**src/rtl/pipe_hazard_ctrl.sv**
```systemverilog
// Stall/flush sequencer for the 5-stage pipeline, including redirect draining.
// Optional perf counters are enabled with PIPE_HAZARD_CTRL_PERF_EN.
module pipe_hazard_ctrl #(
  parameter int PC_W  = 64,
  parameter int REG_W = 5
) (
  input  logic             clk,
  input  logic             reset,
  input  logic             ifetch_req,
  input  logic             iresp_data_ok,
  input  logic             dmem_wait,
  input  logic             exe_busy,
  input  logic [REG_W-1:0] id_rs1,
  input  logic [REG_W-1:0] id_rs2,
  input  logic             id_use_rs1,
  input  logic             id_use_rs2,
  input  logic             ex_is_load,
  input  logic [REG_W-1:0] ex_rd,
  input  logic             ex_redirect,
  input  logic [PC_W-1:0]  ex_redirect_pc,
  output logic             stall_f,
  output logic             stall_d,
  output logic             stall_e,
  output logic             stall_m,
  output logic             flush_d,
  output logic             flush_e,
  output logic             redirect_valid,
  output logic [PC_W-1:0]  redirect_pc,
  output logic             drop_iresp,
  output logic             busy
`ifdef PIPE_HAZARD_CTRL_PERF_EN
  ,
  output logic [31:0]      perf_freeze_cyc,
  output logic [31:0]      perf_lu_stall,
  output logic [31:0]      perf_redirects
`endif
);

  typedef enum logic [1:0] {
    IDLE  = 2'd0,
    DRAIN = 2'd1,
    REDIR = 2'd2
  } state_t;

  state_t          state_reg, state_next;
  logic [PC_W-1:0] redirect_pc_reg;
  logic            freeze, iwait, lu;
  logic            accept, lu_stall;

  assign freeze = dmem_wait | exe_busy;
  assign iwait  = ifetch_req & ~iresp_data_ok;
  assign lu     = ex_is_load & (ex_rd != '0) &
                  ((id_use_rs1 & (id_rs1 == ex_rd)) | (id_use_rs2 & (id_rs2 == ex_rd)));

  always_ff @(posedge clk) begin
    if (reset) begin
      state_reg       <= IDLE;
      redirect_pc_reg <= '0;
    end else begin
      state_reg <= state_next;
      if (accept) redirect_pc_reg <= ex_redirect_pc;
    end
  end

  always_comb begin
    state_next     = state_reg;
    stall_f        = 1'b0;
    stall_d        = 1'b0;
    stall_e        = 1'b0;
    stall_m        = 1'b0;
    flush_d        = 1'b0;
    flush_e        = 1'b0;
    redirect_valid = 1'b0;
    drop_iresp     = 1'b0;
    busy           = 1'b0;
    accept         = 1'b0;
    lu_stall       = 1'b0;
    if (reset) begin
      flush_d    = 1'b1;
      flush_e    = 1'b1;
      state_next = IDLE;
    end else begin
      busy = (state_reg != IDLE);
      if (freeze) begin
        stall_f = 1'b1;
        stall_d = 1'b1;
        stall_e = 1'b1;
        stall_m = 1'b1;
        // The stale response can still arrive while the back-end is frozen.
        if (state_reg == DRAIN) begin
          drop_iresp = 1'b1;
          if (iresp_data_ok) state_next = REDIR;
        end
      end else begin
        unique case (state_reg)
          IDLE: begin
            if (ex_redirect) begin
              flush_d    = 1'b1;
              flush_e    = 1'b1;
              stall_f    = 1'b1;
              accept     = 1'b1;
              state_next = iwait ? DRAIN : REDIR;
            end else if (lu) begin
              stall_f  = 1'b1;
              stall_d  = 1'b1;
              flush_e  = 1'b1;
              lu_stall = 1'b1;
            end else if (iwait) begin
              stall_f = 1'b1;
              flush_d = 1'b1;
            end
          end
          DRAIN: begin
            stall_f    = 1'b1;
            flush_d    = 1'b1;
            drop_iresp = 1'b1;
            if (iresp_data_ok) state_next = REDIR;
          end
          REDIR: begin
            redirect_valid = 1'b1;
            flush_d        = 1'b1;
            state_next     = IDLE;
          end
          default: state_next = IDLE;
        endcase
      end
    end
  end

  assign redirect_pc = reset ? '0 : redirect_pc_reg;

`ifdef PIPE_HAZARD_CTRL_PERF_EN
  always_ff @(posedge clk) begin
    if (reset) begin
      perf_freeze_cyc <= '0;
      perf_lu_stall   <= '0;
      perf_redirects  <= '0;
    end else begin
      if (freeze)   perf_freeze_cyc <= perf_freeze_cyc + 32'd1;
      if (lu_stall) perf_lu_stall   <= perf_lu_stall + 32'd1;
      if (accept)   perf_redirects  <= perf_redirects + 32'd1;
    end
  end
`endif

endmodule

```
**config.mk**
```make
export PLATFORM = sky130hd
export DESIGN_NAME = pipe_hazard_ctrl
export DESIGN_NICKNAME = d
export VERILOG_FILES = /design/src/rtl/pipe_hazard_ctrl.sv
export SDC_FILE = /design/constraint.sdc
export NUM_CORES = 1
export LEC_CHECK = 0
export ABC_AREA = 1
export BUFFER_PORTS_ARGS = -buffer_cell sky130_fd_sc_hd__buf_2
export CORE_MARGIN = 4
export CORE_UTILIZATION = 35
export CTS_BUF_LIST = sky130_fd_sc_hd__clkbuf_16
export DETAILED_ROUTE_END_ITERATION = 12
export PLACE_DENSITY = 0.68
export SYNTH_ARGS = -nofsm -noshare
export SYNTH_HDL_FRONTEND = slang
export SYNTH_SLANG_ARGS = --single-unit
```
**constraint.sdc**
```tcl
create_clock -name clk -period 1.9 [get_ports clk]
set_clock_uncertainty 0.05 [all_clocks]
set_input_delay 0.095 -clock clk [delete_from_list [all_inputs] [get_ports clk]]
set_output_delay 0.095 -clock clk [all_outputs]
set_load 0.02 [all_outputs]
```
==> metrics <==
outcome=finished clean; startpoint of the lowest-slack register-to-register path=state_reg[0]$_SDFFE_PP0P_; layout net count=771; compound-gate portion of the synthesized area=0.233; PortBufs=161; minimum period implied by the final worst setup slack=1.78 ns; most frequent standard cell in the layout excluding fill and tap cells=sky130_fd_sc_hd__buf_2; placed wire-length estimate after detailed placement=6500 um; clock tree from TritonCTS=built; post-synthesis cell area=0.00354 mm2; Final Hold Violating Endpoints=0; post-synthesis xor/xnor area fraction=0; critical path class=register to primary output; arrival time of the worst setup path=1.63 ns; commonest cells after routing, fill and taps aside=sky130_fd_sc_hd__buf_2 (160), sky130_fd_sc_hd__nand2_1 (103), sky130_fd_sc_hd__inv_1 (90), sky130_fd_sc_hd__nor2_1 (81); sequential cell area fraction in the yosys report=0.373; portion of netlist area occupied by mux cells=0; Pre-antenna DRT Iters=4; core area=0.00982 mm2; TritonCTS sink count=66; final core utilization=0.545; global-route wire length before repair=16100 um; Post-Route Hold Slack=0.0665 ns; count of max-cap constraint violations=0; number of antenna violations at the first check in global routing=0; Starting Density=0.361; area of the die=0.0118 mm2; total placed cells including tap cells=736; Top-Level Pins=162; headroom to the max-slew limit=0.645; share of the clock period used by the worst path after layout=0.935; setup repair after global routing missed its margin=no; count of unresolved DRC violations after routing=0; Die W=109 um; wire length per cell=12.3 um; final global-route overflow total=0; final std cells w/o fill=816; RR Endpoint=redirect_pc_reg[13]$_SDFFE_PP0P_; largest voltage drop on the vdd net=0.000330 V; class of the most critical hold timing path=input pin to register; number of max-slew violations in the final report=0; Die Y=109 um; synthesized netlist cell count=462; H-Tree Depth=3; number of clock buffers inserted by TritonCTS=9; element type at the critical path end=primary output; number of DRC markers after the initial detailed-route iteration=203; largest net degree at the start of global routing=45; fmax=0.563 GHz; routability-driven placement congestion ratio=0.742; YS warnings=0; ANT nets after route=0; source of the worst hold timing path=dmem_wait; vias per cell=4.56; cell depth of the worst flop-to-flop path=7; post-synth net total=555; number of distinct standard cells referenced by the synthesized netlist=22; number of flip-flops in the largest register=64; Simple-Gate Fraction of Synth Area=0.217; adder and majority cell fraction of the synthesized area=0.0141; Worst EP required=1.75 ns; startpoint types=register; Max FO, Critical Path=8; Syn-to-layout area delta=51.2%; reg2reg setup slack=0.33 ns; vias after detailed routing=3721; vias in the first global route=3615; clock latency at the later pin of the worst-skew pair=0.32 ns; capturing instance or port of the critical path=stall_f; layout cell share with drive strength beyond 1=0.364; worst setup path startpoint=state_reg[0]$_SDFFE_PP0P_; average footprint of a synthesized cell=7.67 um2; setup violators final=0; summed negative setup slack over all endpoints=0 ns; Clock Tree Buf Depth=2; actual slew at the worst max-slew pin=0.532 ns; Clk pin slew, worst setup/hold paths=0.05 ns; root buffer cell=sky130_fd_sc_hd__clkbuf_16; main combinational cell family by area after synthesis=compound AO/OA/AOI/OAI gates; flop and latch count out of synthesis=66; Power Dens Cells=679 mW/mm2; total detailed-routing wirelength=10100 um; site row count=36; leakage component of the power=2.57 nW; overall fraction of global-route tracks in use=0.171
layout make-up:
type | instances | area, um2
Fill cell | 900 | 4460
Multi-Input combinational cell | 275 | 1640
Timing Repair Buffer | 236 | 1590
Sequential cell | 66 | 1320
Inverter | 90 | 340
Clock buffer | 9 | 225
Tap cell | 133 | 166
Clock inverter | 6 | 60.1
Antenna cell | 1 | 2.50
synthesized netlist by cell type:
| library cell | instances | area (um2) |
|---|---|---|
| sky130_fd_sc_hd__a21oi_1 | 3 | 15.0 |
| sky130_fd_sc_hd__a31oi_1 | 1 | 6.26 |
| sky130_fd_sc_hd__buf_2 | 7 | 35.0 |
| sky130_fd_sc_hd__buf_4 | 5 | 37.5 |
| sky130_fd_sc_hd__buf_6 | 11 | 124 |
| sky130_fd_sc_hd__buf_8 | 1 | 15.0 |
| sky130_fd_sc_hd__clkbuf_1 | 7 | 26.3 |
| sky130_fd_sc_hd__dfxtp_1 | 66 | 1320 |
| sky130_fd_sc_hd__ha_1 | 4 | 50.1 |
| sky130_fd_sc_hd__inv_1 | 89 | 334 |
| sky130_fd_sc_hd__inv_4 | 1 | 6.26 |
| sky130_fd_sc_hd__nand2_1 | 103 | 387 |
| sky130_fd_sc_hd__nand2_4 | 1 | 11.3 |
| sky130_fd_sc_hd__nand3_1 | 6 | 30.0 |
| sky130_fd_sc_hd__nand4_1 | 1 | 6.26 |
| sky130_fd_sc_hd__nor2_1 | 81 | 304 |
| sky130_fd_sc_hd__nor2_4 | 2 | 22.5 |
| sky130_fd_sc_hd__o21ai_0 | 6 | 30.0 |
| sky130_fd_sc_hd__o22ai_1 | 1 | 6.26 |
| sky130_fd_sc_hd__o31ai_1 | 9 | 67.6 |
| sky130_fd_sc_hd__o31ai_2 | 56 | 701 |
| sky130_fd_sc_hd__or2_2 | 1 | 6.26 |
logic make-up (layout without fill, tap and decap cells):
kind of cell,count (synthesis),in the layout
AO/OA/AOI/OAI,76,76
adder cells (fa/ha/maj),4,4
buffers and inverters,121,341
flip-flops,66,66
other,0,1
AND/OR/NAND/NOR,195,195
report_power, final:
group          total (W)  switching, W  internal (W)
clock network    0.00159      0.000592      0.000997
registers        0.00145     0.0000153       0.00144
logic           0.000595      0.000319      0.000276
total            0.00364      0.000926       0.00271
stage by stage:
stage	area [um2]	setup WS, ns	power [W]
after floorplan	3540	0.412	0.00179
after global placement	4420	0.390	0.00196
after detailed placement	4420	0.340	0.00197
after CTS	5350	0.0631	0.00368
after global routing	5350	0.0219	0.00381
final	5360	0.124	0.00364
worst min path at each step:
| stage | depth (start not counted) | end |
|---|---|---|
| floorplan | 2 | redirect_pc_reg[14]$_SDFFE_PP0P_ |
| global placement | 3 | redirect_pc_reg[15]$_SDFFE_PP0P_ |
| detailed placement | 3 | redirect_pc_reg[15]$_SDFFE_PP0P_ |
| CTS | 4 | state_reg[0]$_SDFFE_PP0P_ |
| global route | 4 | state_reg[0]$_SDFFE_PP0P_ |
| finish | 4 | state_reg[0]$_SDFFE_PP0P_ |
repair_timing:
item,in CTS,in global routing
buffers inserted,0,0
hold buffers,64,0
resized for setup,0,2
hold endpoints to repair,64,0
setup endpoints to repair,0,2
metal layers:
layer	share of wire	wire (um)	vias to the layer above	global-route usage
li1	-	-	1862	-
met1	0.40	4070	1710	0.190
met2	0.51	5180	128	0.309
met3	0.057	571	21	0.0310
met4	0.024	243	0	0.0893
met5	0	0	-	0
worst max-delay path, stage by stage (launching register included):
cell and delay [ns]:
sky130_fd_sc_hd__dfxtp_2 0.35, sky130_fd_sc_hd__inv_1 0.07, sky130_fd_sc_hd__ha_1 0.21, sky130_fd_sc_hd__buf_4 0.16, sky130_fd_sc_hd__o21ai_0 0.17, sky130_fd_sc_hd__inv_1 0.07
sky130_fd_sc_hd__nand2_1 0.08, sky130_fd_sc_hd__inv_1 0.05, sky130_fd_sc_hd__buf_2 0.15
(Power assumes the default switching activity.)
